## src/rtl/pc_redirect_ctrl.sv

```systemverilog
// Fetch PC sequencer: sequential fetch, branch/jump redirects with pipeline flushes, misaligned-target trap.
// Optional performance counters (redirect_cnt, stall_cnt) are enabled by defining PC_PERF_CNT_EN.
module pc_redirect_ctrl #(
  parameter logic [31:0] RESET_PC = 32'h0000_0000
) (
  input  logic        clk,
  input  logic        rst,
  input  logic        redirect_valid,
  input  logic [31:0] redirect_target,
  input  logic        stall_req,
  input  logic        fetch_ready,
  output logic [31:0] pc,
  output logic        fetch_valid,
  output logic        flush_if,
  output logic        flush_id,
  output logic        misaligned
`ifdef PC_PERF_CNT_EN
  ,
  output logic [31:0] redirect_cnt,
  output logic [31:0] stall_cnt
`endif
);

  localparam logic [1:0] S_RUN   = 2'd0;
  localparam logic [1:0] S_WAIT  = 2'd1;
  localparam logic [1:0] S_FLUSH = 2'd2;
  localparam logic [1:0] S_TRAP  = 2'd3;

  logic [1:0]  state_q, state_d;
  logic [31:0] pc_q, pc_d;
  logic        pend_vld_q, pend_vld_d;
  logic [31:0] pend_pc_q, pend_pc_d;
  logic        flush_if_c, flush_id_c;
  logic        tgt_mis;
  logic        accept;
  logic        held;

  assign tgt_mis = (redirect_target[1:0] != 2'b00);

  always_comb begin
    state_d    = state_q;
    pc_d       = pc_q;
    pend_vld_d = pend_vld_q;
    pend_pc_d  = pend_pc_q;
    flush_if_c = 1'b0;
    flush_id_c = 1'b0;
    accept     = 1'b0;
    held       = 1'b0;

    if (state_q == S_TRAP) begin
      flush_if_c = 1'b1;
      flush_id_c = 1'b1;
    end else if (redirect_valid && tgt_mis) begin
      flush_if_c = 1'b1;
      flush_id_c = 1'b1;
      pend_vld_d = 1'b0;
      state_d    = S_TRAP;
    end else if (redirect_valid) begin
      flush_if_c = 1'b1;
      flush_id_c = 1'b1;
      // A buffered older redirect wins; the new one only contributes its flushes.
      if (pend_vld_q) begin
        if (fetch_ready) begin
          pc_d       = pend_pc_q;
          pend_vld_d = 1'b0;
          state_d    = S_FLUSH;
        end else begin
          held    = 1'b1;
          state_d = S_WAIT;
        end
      end else if (fetch_ready) begin
        pc_d    = redirect_target;
        accept  = 1'b1;
        state_d = S_FLUSH;
      end else begin
        pend_vld_d = 1'b1;
        pend_pc_d  = redirect_target;
        accept     = 1'b1;
        held       = 1'b1;
        state_d    = S_WAIT;
      end
    end else begin
      if (state_q == S_FLUSH) flush_if_c = 1'b1;
      if (pend_vld_q) begin
        if (fetch_ready) begin
          pc_d       = pend_pc_q;
          pend_vld_d = 1'b0;
          state_d    = S_FLUSH;
        end else begin
          held    = 1'b1;
          state_d = S_WAIT;
        end
      end else if (!fetch_ready) begin
        held    = 1'b1;
        state_d = S_WAIT;
      end else if (stall_req && (state_q == S_RUN)) begin
        held = 1'b1;
      end else begin
        pc_d    = pc_q + 32'd4;
        state_d = S_RUN;
      end
    end
  end

  always_ff @(posedge clk or posedge rst) begin
    if (rst) begin
      state_q    <= S_RUN;
      pc_q       <= RESET_PC;
      pend_vld_q <= 1'b0;
      pend_pc_q  <= '0;
    end else begin
      state_q    <= state_d;
      pc_q       <= pc_d;
      pend_vld_q <= pend_vld_d;
      pend_pc_q  <= pend_pc_d;
    end
  end

  assign pc          = pc_q;
  assign fetch_valid = !rst && (state_q != S_TRAP);
  assign flush_if    = !rst && flush_if_c;
  assign flush_id    = !rst && flush_id_c;
  assign misaligned  = !rst && ((state_q == S_TRAP) || (redirect_valid && tgt_mis));

`ifdef PC_PERF_CNT_EN
  logic [31:0] redirect_cnt_q, redirect_cnt_d;
  logic [31:0] stall_cnt_q, stall_cnt_d;

  always_comb begin
    redirect_cnt_d = redirect_cnt_q + {31'd0, accept};
    stall_cnt_d    = stall_cnt_q + {31'd0, held};
  end

  always_ff @(posedge clk or posedge rst) begin
    if (rst) begin
      redirect_cnt_q <= '0;
      stall_cnt_q    <= '0;
    end else begin
      redirect_cnt_q <= redirect_cnt_d;
      stall_cnt_q    <= stall_cnt_d;
    end
  end

  assign redirect_cnt = redirect_cnt_q;
  assign stall_cnt    = stall_cnt_q;
`endif

endmodule

```

## config.mk

```make
export PLATFORM = sky130hd
export DESIGN_NAME = pc_redirect_ctrl
export DESIGN_NICKNAME = d
export VERILOG_FILES = /design/src/rtl/pc_redirect_ctrl.sv
export SDC_FILE = /design/constraint.sdc
export NUM_CORES = 1
export LEC_CHECK = 0
export CELL_PAD_IN_SITES_DETAIL_PLACEMENT = 0
export CELL_PAD_IN_SITES_GLOBAL_PLACEMENT = 2
export CORE_MARGIN = 8
export CORE_UTILIZATION = 32
export CTS_CLUSTER_DIAMETER = 80
export DETAILED_ROUTE_END_ITERATION = 10
export PLACE_DENSITY_LB_ADDON = 0.2
export RECOVER_POWER = 100
export REMOVE_ABC_BUFFERS = 1
export SLEW_MARGIN = 0
export SYNTH_ARGS = -nofsm -noshare
export SYNTH_HDL_FRONTEND = slang
export SYNTH_SLANG_ARGS = --single-unit
```

## constraint.sdc

```tcl
create_clock -name clk -period 3 [get_ports clk]
set_input_delay 0.6 -clock clk [delete_from_list [all_inputs] [get_ports clk]]
set_output_delay 0.6 -clock clk [all_outputs]
set_load 0.01 [all_outputs]
```

# Word level (Yosys, flattened, before mapping)
# Cells that the tools add are included.
dict set report classes {
  n_reduce_logical 14
  mux 24
  addsub 1
  eq_ne 5
  bitwise 4
}
# cell count
set op_table {}
lappend op_table {{$mux 32} 7}
lappend op_table {{$add 32x3->32 const B} 1}
lappend op_table {{$mux 2} 6}
lappend op_table {{$mux 1} 11}
lappend op_table {{$logic_and 1x1->1} 6}
lappend op_table {{$ne 5x5->1 const B} 1}
lappend op_table {{$reduce_and 5->1} 1}
lappend op_table {{$eq 2x2->1 const B} 2}
lappend op_table {{$not 1->1} 4}
lappend op_table {{$reduce_and 4->1} 1}
lappend op_table {{$reduce_bool 2->1} 2}
lappend op_table {{$ne 3x3->1 const B} 1}
lappend op_table {{$logic_not 2->1} 1}
lappend op_table {{$ne 2x2->1 const B} 1}
lappend op_table {{$reduce_and 2->1} 1}
lappend op_table {{$logic_not 1->1} 1}
lappend op_table {{$logic_or 1x1->1} 1}
dict set report word_totals {
  register_bits 67
  out_inout_bits 36
  wordCells 52
  input_bits 37
}

# Depth between registers and ports, before layout
dict set report depth {
  word_depth 7
  mapped_depth 8
  mapped_depth_nobuf 6
}

# Worst setup path after synthesis
# OpenSTA, ideal clock, no wires.
dict set report synth_timing {
  path_type {input-to-reg}
  from {input redirect_valid}
  to {register pc_q[15] (netlist: pc[15])}
  setup_ns 0.122
  path_stages 6
  arrival_ns 1.882
  path_slack_ns 0.997
  n_path_buf 1
  required_ns 2.878
  path_cell_list {or2_1 buf_6 nor4b_2 or3b_4 or3_1 a32o_1}
}
dict set report synth_between {
  elab_chain_len 3
  elab_cells_between_ends 5
  classes_between {1 x eq/ne; 1 x mux; 1 x bitwise; 2 x reduce/logical}
}
# item line
set synth_rtl {}
lappend synth_rtl {{start, declared} 8} ;# input logic redirect_valid,
lappend synth_rtl {{parallel branches: the longest is 3 deep, another holds $reduce_and 4->1} n/a}
lappend synth_rtl {{end signal, assigned} 113} ;# pc_q <= pc_d;
lappend synth_rtl {{end, declared} 30} ;# logic [31:0] pc_q, pc_d;
# Parallel ways; which one is timed is not known.
# A chain may end at the register's enable or synchronous reset.

# Final worst setup path
dict set report layout_timing {
  from {input redirect_valid}
  to {output misaligned}
}
dict set report layout_between {
  elab_chain_len 3
}
# item line
set layout_rtl {}
lappend layout_rtl {{$logic_and 1x1->1} 123} ;# assign misaligned = !rst && ((state_q == S_TRAP) || (redirect_valid && tgt_mis));
lappend layout_rtl {{$logic_or 1x1->1} 123}
lappend layout_rtl {{$logic_and 1x1->1} 123}
lappend layout_rtl {{end, declared} 16} ;# output logic misaligned
# Every way passes these cells.

==> qor.yml <==
routing:
  drc: 0
  detail_route.vias_per_cell: 5.44
  wl_per_cell_um: 18.8
  drt-total-wl_mm: 11.3
  ant_nets: 0
  drt_iter0_drc: 236
  drt_first_pass_iters: 4
  detailroute.via_count: 3261
power:
  sw_frac_of_total: 0.235
  switching_component_of_the_power_uw: 480
  power.density_cell_area_mw_per_mm2: 418
  power_report.internal_total_uw: 1560
  power_leakage_uw: 0.00213
  clock_power_share: 0.483
  pwr-share-comb: 0.075
  irDropWorstVdd_mv: 0.234
  power.share.sequential: 0.443
worst_setup_path:
  crit_buf_inv: 2
  path_cells: "dlygate4sd3_1 -> a21oi_1 -> a211oi_1 -> clkdlybuf4s50_1"
  worst_ep_required_time_ps: 2400
  end_kind: "output pin"
  startpoint_type: "input port"
  cpLargestDelayFamily: "buffers and inverters"
  slowest_stage: "sky130_fd_sc_hd__dlygate4sd3_1"
  worst_r2r_startpoint: "pc[2]"
  critical_path.startpoint: "redirect_valid"
  arrival_ps: 2160
  worstPathMaxFanout: 7
  worst-setup-path-type: "input port to output pin"
  cpPeakStageDelay_ps: 670
layout:
  nNetsFinal: 490
  footprint_of_the_flip_flops_and_latches_mm2: 0.00168
  fillerInstances: 1151
  finish.cell_count_without_fillers: 600
  antenna-diode-count: 0
  finish.utilization: 0.432
  layout_cell_share_with_drive_strength_beyond_1: 0.168
  area_occupied_by_multi_input_gates_mm2: 0.00186
  area.growth.synth_to_final_pct: 32.5
sta:
  finClkSkew_ps: 8.52
  timing.fmax_mhz: 362
  finalCriticalPeriod_ps: 2760
  grt_setup_unrepaired: "no"
  setup_viol: 0
  final-hold-violation-count: 0
  post-route-worst-setup-slack_ps: 239
  drv_slew: 0
  worstMarginPinSlew_ps: 1050
  worst_slew_slack_as_a_fraction_of_its_limit: 0.300
  final_min_period_over_clock_period: 0.920
place:
  dpl_worst_slack_ps: 277
  place_congestion: 0.764
  hpwl_dp_mm: 7.93
  io_buffers: 72
  numPlacedInstances: 584
grt:
  grt_pass1_wl_mm: 18.1
  antenna_found_initial: 0
  grt_max_degree: 44
  globalRoute.totalOverflow: 0
  first_global_vias: 3380
  globalRouteTotalUtil: 0.153
floorplanning:
  initial_core_util: 0.326
  core_mm2: 0.0113
  die_area_mm2: 0.0152
  ios: 73
  die_y_um: 123
  fp-row-count: 39
  fp.dieW_um: 123
logic_synthesis:
  yosysMostFrequentCell: "sky130_fd_sc_hd__dfrtp_1"
  post_synth_inst_count: 375
  synth-seq-cells: 67
  synth-seq-area-share: 0.455
  netlist_area_mm2: 0.00369
  ys_top_cells_by_count: "67 x sky130_fd_sc_hd__dfrtp_1, 41 x sky130_fd_sc_hd__o21ai_0, 36 x sky130_fd_sc_hd__mux2_2"
  synth_top_cells_by_area: "sky130_fd_sc_hd__dfrtp_1 45%, sky130_fd_sc_hd__mux2_2 11%, sky130_fd_sc_hd__o21ai_0 5.6%"
  yosys_most_used_dff: "sky130_fd_sc_hd__dfrtp_1"
  syn_avg_cell_area_um2: 9.84
  synth_area_leader_cell: "sky130_fd_sc_hd__dfrtp_1"
  synth.yosys.warnings: 0
  synth-edff-count: 0
  synthDistinctLibCells: 54
  yosys_top_cell_area_share: 0.455
  post_synth_arst_share: 1.00
clock_tree:
  cts-resized-gates: 0
  tritoncts_clock_tree: "built"
  cts.sink_count: 67
  numCtsBuffers: 9
  clock-root-buffer: "sky130_fd_sc_hd__clkbuf_16"
  cts.reportedPaths.clkPinSlew_ps: 50
  clockBufferDepth: 2
  cts_htree_levels: 3
  postCtsSetupBuffers: 0
  ctsHoldBuffers: 0
  clock_insertion_delay_worst_skew_ps: 330
status:
  outcome: "completed"
hold_path:
  hold_path_class: "flip-flop to flip-flop"
  timing.hold.worst.start: "pend_pc_q[1]"
flow_run:
  max_cap_violations: 0
==> cell usage in the layout, fill, tap and decap left out, drive strengths merged, types with 4 or more instances in the layout <==
master / count
a21oi: 11
a221oi: 5
a22o: 8
a22oi: 13
a31oi: 10
and2: 5
buf: 17
clkbuf: 12
clkdlybuf4s50: 35
dfrtp: 67
dlygate4sd3: 37
inv: 6
mux2: 36
mux2i: 4
nand2: 32
nand3: 8
nand4: 7
nor2: 34
nor3: 6
nor4: 4
o21ai: 41
o311ai: 8
or3: 5
==> path summary, 6_finish.rpt <==
check                                 to  slack [ps]  depth (start not counted)
max in group asynchronous  pend_pc_q[18]        1130                          3
hold reg to reg             pend_pc_q[1]         490                          1
setup / recovery              misaligned         240                          4
min in group asynchronous  pend_pc_q[30]        1070                          2
setup reg to reg                  pc[30]         450                          6
hold / removal              pend_pc_q[1]         490                          1
==> worst register-to-register path, stage by stage (launching register included) <==
cell                       delay (ps)
sky130_fd_sc_hd__dfrtp_1          460
sky130_fd_sc_hd__ha_1             280
sky130_fd_sc_hd__nand4_1          260
sky130_fd_sc_hd__nor4_2           580
sky130_fd_sc_hd__and2_0           310
sky130_fd_sc_hd__nand3_1          210
sky130_fd_sc_hd__o311ai_0         350
==> sequential cells by signal, summed over array words and instances, names as in the netlist <==
register    count
pc             32
pend_pc_q      32
state_q         2
pend_vld_q      1
==> per-layer routing <==
metal	wire length, µm	track usage	up-vias
met5	0	0	-
met4	129	0.0474	0
met3	568	0.0388	9
met2	5410	0.249	73
met1	5140	0.195	1608
li1	-	-	1571
==> power by group through the flow <==
stage / combinational [µW] / clock, µW / sequential [µW]
after floorplan: 60.8 / 0 / 920
after global placement: 157 / 0 / 920
after detailed placement: 157 / 0 / 920
after CTS: 158 / 1020 / 904
after global routing: 169 / 1050 / 903
final: 153 / 986 / 904
==> final cells by class <==
class / instances / share of cell area
clock inverters: 6 / 0.00845
clock buffers: 10 / 0.0489
inverters: 6 / 0.00461
flip-flops and latches: 67 / 0.343
multi-input cells: 277 / 0.380
repair buffers: 91 / 0.178
well taps: 143 / 0.0366
==> through the flow <==
step | TNS (ps) | power (µW) | hold WS [ps] | cell area, µm²
6_report | 0 | 2040 | 488 | 4890
5_1_grt | 0 | 2120 | 500 | 4890
2_1_floorplan | -12980 | 981 | 454 | 3570
4_1_cts | 0 | 2080 | 496 | 4920
3_3_place_gp | 0 | 1080 | 481 | 4640
3_5_place_dp | 0 | 1080 | 484 | 4640
==> cells by family (layout without fill, tap and decap cells) <==
| family | after synthesis | after routing | synth area share |
|---|---|---|---|
| buffers and inverters | 31 | 113 | 0.0370 |
| adder cells (fa/ha/maj) | 1 | 1 | 0.00339 |
| multiplexers | 40 | 40 | 0.121 |
| AND/OR/NAND/NOR | 115 | 115 | 0.165 |
| flip-flops | 67 | 67 | 0.455 |
| AO/OA/AOI/OAI | 121 | 121 | 0.220 |
No activity file was read; power rests on OpenSTA's default activity.
==> RTL edit, RTL diff (same settings) <==
Add a define of `PC_PERF_CNT_EN`.
--- a/src/rtl/pc_redirect_ctrl.sv
+++ b/src/rtl/pc_redirect_ctrl.sv
@@ -2,2 +2,4 @@
 // Optional performance counters (redirect_cnt, stall_cnt) are enabled by defining PC_PERF_CNT_EN.
+`define PC_PERF_CNT_EN
+
 module pc_redirect_ctrl #(
Function (old outputs only; new: redirect_cnt and stall_cnt): kept (equiv_simple and equiv_induct, registers matched by name and starting in step).
==> RTL edit against the unedited design <==
The run now ends with capacitance limit, slew limit left. Power grew 94%. Setup slack lost 0.025 ns. Clock power grew 100%. Design area grew 79%. Routed wire length grew 65%. Synthesized area grew 72%. Sequential cell count grew 64. Critical path type is now in2reg. Largest cell class is now flip-flops and latches. Largest power group unchanged. Highest routed layer unchanged.
==> RTL edit: results <==
[status]
status = "complete, but fails checks"
violations = "capacitance limit, slew limit"

[place]
preCtsSetupSlack_ns = -0.286
hpwl_microns = 13200
port_buffers = 136
place_area_sq_um = 8270
place.gp.congestion = 0.778

[global_route]
met3_usage = 0.0441
gr-usage-met1 = 0.192
grt_pass1_vias = 5449
grt_max_degree = 45
grt_use_total = 0.156
met2_usage = 0.266
grt_pass1_wl_microns = 30200

[run]
max-cap-violations = 1

[drt]
first_pass_iters = 7
vias_per_cell = 5.12
dr_wl_met2_microns = 9090

[cts]
clk_latency_ns = 0.42
cts-htree-levels = 4

[final_layout]
layout.nets = 806
num-fill-cells = 1856
final_layout_size_suffix_gt1_frac = 0.129
final_cells = 1041

[synthesis]
netlist_top_cells_area = "dfrtp_1, mux2_2, xnor2_1, o21ai_0, nor2_1"
synth_common_cells = "dfrtp_1, o21ai_0, xnor2_1"
synthCells = 601
ys_seq_area_frac = 0.517

[critical_path]
critical_path.max_fanout = 4
crit_arrival_ns = 3.12

[timing]
slew_viol_final = 43
fin_ws_ns = 0.214
skew_ns = 0.00923

[power]
swShare = 0.234
powerDensity_nw_per_um2 = 451
-- RTL edit: cell count changes in the layout (fill, tap and decap cells not counted), moves of 9 or more --
cell,change
dfrtp_1,+64
dlygate4sd3_1,+64
xnor2_1,+44
nand3_1,+25
nand4_1,+16
xor2_1,+16
clkbuf_1,+11
and3_1,+9
-- RTL edit: kinds of logic (layout without fill, tap and decap cells) --
kind of cell	count (synthesis)	in the layout	synth area share
buf+inv	41	216	0.0248
fa+ha+maj	5	5	0.00986
mux	38	38	0.0670
flops	131	131	0.517
compound gates	126	126	0.134
simple gates	200	200	0.165
xor+xnor	60	60	0.0828
-- RTL edit: final timing paths --
kind                                         endpoint               startpoint
min in group asynchronous           pc[0]$_DFFE_PP0P_                      rst
max in group asynchronous      stall_cnt[5]$_DFF_PP0_                      rst
max                        redirect_cnt[25]$_DFF_PP0_       redirect_target[0]
max reg2reg                        pc[30]$_DFFE_PP0P_        pc[2]$_DFFE_PP0P_
min                           stall_cnt[31]$_DFF_PP0_  stall_cnt[31]$_DFF_PP0_
min reg2reg                   stall_cnt[31]$_DFF_PP0_  stall_cnt[31]$_DFF_PP0_
-- RTL edit: worst max-delay path, cell delays in order --
cell and delay [ns]:
clkdlybuf4s50_1 0.42, o21ai_1 0.19, nand2_1 0.10, nor2_1 0.12, ha_1 0.17, nand4_1 0.13, or4_1 0.60, or2_2 0.36
nor4_1 0.24, xor2_1 0.19
-- RTL edit: area by class of cell --
class                   instances  area [sq um]  share of cell area
repair buffers                172          1630               0.186
well taps                     265           332              0.0379
inverters                      13          48.8             0.00557
clock inverters                13           128              0.0146
flip-flops and latches        131          3280               0.374
multi-input cells             429          2900               0.331
clock buffers                  18           439              0.0501
